File: src/rtl/mux_pkg.sv
// rtl/mux_pkg.sv - shared constants and helpers for the registered N-way mux
package mux_pkg;

    localparam int DEFAULT_WIDTH = 32;
    localparam int MAX_N         = 16;
    localparam int MODE_SEL      = 0;
    localparam int MODE_RR       = 1;

    function automatic int clog2(input int value);
        int r;
        r = 0;
        for (int i = 0; i < 32; i++) begin
            if ((1 << r) < value) r++;
        end
        return r;
    endfunction

endpackage

File: src/rtl/rr_arbiter_n.sv
// rtl/rr_arbiter_n.sv - round-robin grant among N requesters, owns the rotating pointer
module rr_arbiter_n
    import mux_pkg::*;
#(
    parameter int N     = 5,
    parameter int PTR_W = 3
) (
    input  logic             clk,
    input  logic             reset,
    input  logic [N-1:0]     req,
    input  logic             advance,
    output logic [N-1:0]     grant_oh,
    output logic [PTR_W-1:0] grant_idx,
    output logic             grant_valid
);

    logic [PTR_W-1:0] rr_ptr;
    int               idx;

    // Scan starting at rr_ptr; the first requester found wins.
    always_comb begin
        grant_oh    = '0;
        grant_idx   = '0;
        grant_valid = 1'b0;
        idx         = 0;
        for (int k = 0; k < N; k++) begin
            idx = (int'(rr_ptr) + k) % N;
            if (!grant_valid && req[idx]) begin
                grant_valid   = 1'b1;
                grant_idx     = idx[PTR_W-1:0];
                grant_oh[idx] = 1'b1;
            end
        end
    end

    always_ff @(posedge clk or negedge reset) begin
        if (!reset) begin
            rr_ptr <= '0;
        end else if (advance && grant_valid) begin
            rr_ptr <= (int'(grant_idx) == N - 1) ? '0 : grant_idx + 1'b1;
        end
    end

endmodule

File: src/rtl/mux_n_reg.sv
// rtl/mux_n_reg.sv - N-way WIDTH-bit mux with a registered valid/ready output stage
module mux_n_reg
    import mux_pkg::*;
#(
    parameter int  WIDTH   = DEFAULT_WIDTH,
    parameter int  N       = 5,
    parameter int  RR_MODE = MODE_SEL,
    localparam int SEL_W   = (clog2(N) > 1) ? clog2(N) : 1
) (
    input  logic               clk,
    input  logic               reset,
    input  logic [SEL_W-1:0]   selector,
    input  logic [N*WIDTH-1:0] in_data,
    input  logic [N-1:0]       in_valid,
    output logic [N-1:0]       in_ready,
    output logic [WIDTH-1:0]   out_data,
    output logic               out_valid,
    input  logic               out_ready,
    output logic [SEL_W-1:0]   out_sel,
    output logic               sel_err
);

    localparam logic [SEL_W:0] N_L = (SEL_W + 1)'(N);

    logic             sel_oor;
    logic [SEL_W-1:0] chosen;
    logic [SEL_W-1:0] src;
    logic [N-1:0]     ready_vec;
    logic [N-1:0]     grant_oh;
    logic [SEL_W-1:0] grant_idx;
    logic             grant_valid;
    logic             load_ok;
    logic             take;

    assign sel_oor = {1'b0, selector} >= N_L;
    assign chosen  = sel_oor ? '0 : selector;
    assign load_ok = !out_valid || out_ready;

    generate
        if (RR_MODE == MODE_RR) begin : g_rr
            rr_arbiter_n #(
                .N     (N),
                .PTR_W (SEL_W)
            ) u_arb (
                .clk         (clk),
                .reset       (reset),
                .req         (in_valid),
                .advance     (take),
                .grant_oh    (grant_oh),
                .grant_idx   (grant_idx),
                .grant_valid (grant_valid)
            );
        end else begin : g_sel
            assign grant_oh    = '0;
            assign grant_idx   = '0;
            assign grant_valid = 1'b0;
        end
    endgenerate

    always_comb begin
        if (RR_MODE == MODE_RR) begin
            src       = grant_idx;
            ready_vec = grant_valid ? grant_oh : '0;
        end else begin
            src       = chosen;
            ready_vec = N'(1) << chosen;
        end
    end

    // Gating with reset keeps every channel blocked while reset is held.
    assign in_ready = (reset && load_ok) ? ready_vec : '0;
    assign take     = |(in_valid & in_ready);

    always_ff @(posedge clk or negedge reset) begin
        if (!reset) begin
            out_data  <= '0;
            out_valid <= 1'b0;
            out_sel   <= '0;
            sel_err   <= 1'b0;
        end else begin
            if (take) begin
                out_valid <= 1'b1;
                out_data  <= in_data[int'(src)*WIDTH +: WIDTH];
                out_sel   <= src;
            end else if (out_ready) begin
                out_valid <= 1'b0;
            end
            sel_err <= (RR_MODE == MODE_SEL) && sel_oor;
        end
    end

endmodule

File: config.mk
export PLATFORM = sky130hd
export DESIGN_NAME = mux_n_reg
export DESIGN_NICKNAME = d
export VERILOG_FILES = /design/src/rtl/mux_pkg.sv /design/src/rtl/rr_arbiter_n.sv /design/src/rtl/mux_n_reg.sv
export SDC_FILE = /design/constraint.sdc
export NUM_CORES = 1
export LEC_CHECK = 0
export ABC_AREA = 1
export CAP_MARGIN = 20
export CELL_PAD_IN_SITES_DETAIL_PLACEMENT = 0
export CELL_PAD_IN_SITES_GLOBAL_PLACEMENT = 1
export CORE_MARGIN = 4
export CORE_UTILIZATION = 25
export DETAILED_ROUTE_END_ITERATION = 8
export GPL_TIMING_DRIVEN = 0
export PLACE_DENSITY = 0.85
export SETUP_SLACK_MARGIN = 0.05
export SLEW_MARGIN = 5
export SYNTH_ARGS = -nofsm -noshare
export SYNTH_HDL_FRONTEND = slang
export SYNTH_SLANG_ARGS = --single-unit
File: constraint.sdc
create_clock -name clk -period 2.55 [get_ports clk]
set_input_delay 0.51 -clock clk [delete_from_list [all_inputs] [get_ports clk]]
set_output_delay 0.51 -clock clk [all_outputs]
set_load 0.005 [all_outputs]
==> results.yml <==
synth:
  ys_seq_elements: 37
  seq_area_frac_synth: 0.277
  syn_area_per_cell_um2: 5.27
  syn_inst: 633
  yosysTopAreaCell: "nand2_1"
  yosys-top-cells-area: "nand2_1, dfrtp_1, nor2_1"
  synth_top_cell_area_share: 0.283
  syn_nets: 804
  syn-cell-area_um2: 3340
  synth_warnings: 0
  yosys.cell_types.count: 21
setup_path:
  cp.arrival_ns: 1.92
  critPathCaptureType: "primary output"
  critPathKind: "input pin to primary output"
  critPathMaxFanout: 10
  critPathLaunchType: "input pin"
  cp.required_ns: 2.04
  reg2reg_slack_ns: 0.76
job:
  drv_cap: 0
global_route:
  grt_max_degree: 21
  grt_pass1_wl_um: 21200
  grt_usage: 0.180
  grt_pass1_vias: 4124
  antenna_found_initial: 0
  gr-total-overflow: 0
drt:
  postRouteAntennaNets: 0
  drt_iter0_drc: 206
  routedWlPerCell_um: 13.7
  dr.pass1.iters: 7
  vias_per_cell: 4.17
  dr_total_vias: 4283
  drc: 0
  routed_wl_um: 14100
floorplanning:
  die_w_um: 124
  core_area_um2: 12800
  io_pins: 213
  die_area_um2: 15300
  rows: 41
  die_y_um: 124
  start_util: 0.260
power:
  power_frac_clock: 0.228
  power.internal_uw: 1770
  p_sw_uw: 799
  power_leakage_uw: 0.00318
  power_density_nw_per_um2: 438
  ir_drop_mv: 0.214
  comb_power_share: 0.452
  switching_share: 0.310
  seq_power_share: 0.320
cts:
  clock_latency_ns: 0.27
  cts-root-to-sink-buffers: 2
  cts_hold_buf: 0
  clkTransAtPathRegs_ns: 0.06
  htree_levels: 2
  clockRootBuffer: "clkbuf_16"
  cts_inserted_buffers: 5
  clock-sinks: 37
  cts_tree: "yes"
final_layout:
  area_growth_pct: 76.0
  fill_cells: 1441
  drive_gt1_frac: 0.0563
  finalNetCount: 1023
  seq_area_um2: 926
  layout.cells.non_filler: 1026
  multi_input_area_um2: 1900
placement:
  globalplace.congestion: 0.809
  io_buffers: 211
  hpwl_um: 11300
  place_inst: 1017
sta:
  finalHoldViolCount: 0
  fmax_mhz: 411
  drv_slew: 0
  timing.hold.ws_ns: 0.121
  tns_ns: 0
  period_share: 0.953
  finalCriticalPeriod_ns: 2.43
  finalClockSkew_ns: 0.00457
  maxSlewHeadroom: 0.574
  rsz0062_at_grt: "false"
  tightest_slew_ns: 0.635
  final-setup-viol-count: 0
run_status:
  status: "finished clean"
hold_path:
  hp-class: "input pin to asynchronous set/reset pin"
==> power by group through the flow <==
stage / registers (µW) / logic, µW / clock network [µW]
global placement: 829 / 1160 / 0
floorplan: 843 / 404 / 0
global route: 843 / 1290 / 634
CTS: 823 / 1180 / 611
finish: 824 / 1160 / 586
detailed placement: 832 / 1170 / 0
==> per-stage QoR <==
| stage | total power, µW | instance area [µm²] | worst slack [ns] | utilization |
|---|---|---|---|---|
| 2_1_floorplan | 1250 | 3340 | 0.647 | - |
| 4_1_cts | 2620 | 5870 | 0.0432 | 0.457 |
| 3_3_place_gp | 1990 | 5670 | -1.92 | 0.442 |
| 6_report | 2570 | 5870 | 0.119 | 0.458 |
| 5_1_grt | 2760 | 5870 | 0.0528 | 0.458 |
| 3_5_place_dp | 2000 | 5690 | -0.564 | 0.444 |
==> final timing paths <==
kind | from | endpoint | cells after the start
max reg2reg | out_valid | out_valid | 8
max in group asynchronous | reset | out_data[26] | 2
min | reset | out_data[10] | 1
min reg2reg | out_data[29] | out_data[29] | 2
min in group clk | out_data[29] | out_data[29] | 2
max | selector[1] | in_ready[1] | 5
==> registers in the layout, summed over array words and instances, names as in the netlist <==
register and flops:
out_data 32, out_valid 1, sel_err 1, out_sel 3
==> worst max-delay path: stages <==
cell and delay [ns]:
clkdlybuf4s15_2 0.25, inv_2 0.19, nand3_2 0.23, nor2_2 0.22, clkdlybuf4s50_1 0.52
==> cell type report <==
class                   count  share of cell area
clock inverters             2             0.00170
diodes                      1            0.000426
clock buffers               6              0.0219
repair buffers            214               0.367
multi-input cells         469               0.323
plain buffers              29              0.0302
inverters                  96              0.0613
well taps                 172              0.0366
flip-flops and latches     37               0.158
==> layout by cell type (no fill, tap or decap), types with 2 or more instances in the layout <==
master	synthesis	routed
nand2_1	252	252
clkdlybuf4s50_1	0	207
nor2_1	162	161
inv_1	92	92
dfrtp_1	37	37
nand4_1	19	19
a21oi_1	17	17
buf_2	14	10
clkbuf_1	9	9
buf_4	4	8
buf_6	2	5
clkbuf_16	0	5
inv_2	4	4
nor2_2	3	4
nor3_1	3	3
o21ai_0	2	2
nand2_4	1	2
nand3_2	2	2
nor2_4	2	2
nand3_1	2	2
clkinv_2	0	2
==> per-layer routing <==
metal / GRT usage / part of all wire / vias up
met4: 0.0270 / 0.0060 / 0
li1: - / - / 2292
met1: 0.221 / 0.42 / 1833
met2: 0.321 / 0.48 / 150
met3: 0.0494 / 0.095 / 8
met5: 0 / 0 / -
==> synth_stat cells <==
master and n:
inv_1 92, buf_2 14, a21oi_1 17, o21ai_0 2, nand3_2 2, nor3_1 3, nand3_1 2, nor2_1 162
nand4_1 19, nand2_4 1, buf_4 4, dfrtp_1 37, nand2_2 2, clkbuf_1 9, inv_2 4, nand2_1 252
nor2_2 3, buf_6 2, nor2_4 2, buf_1 2, o21ai_1 2
==> logic make-up after synthesis <==
kind of cell / Yosys count / share of synthesized area
buffers and inverters: 127 / 0.157
DFF: 37 / 0.277
AOI/OAI and AO/OA: 21 / 0.0315
and+or+nand+nor: 448 / 0.534
==> what timing repair did <==
action	4_1_cts	5_1_grt
pin swaps	2	0
setup endpoints to repair	5	2
gates resized for setup	14	2
buffers inserted	2	0
No activity file was read; power rests on OpenSTA's default activity.
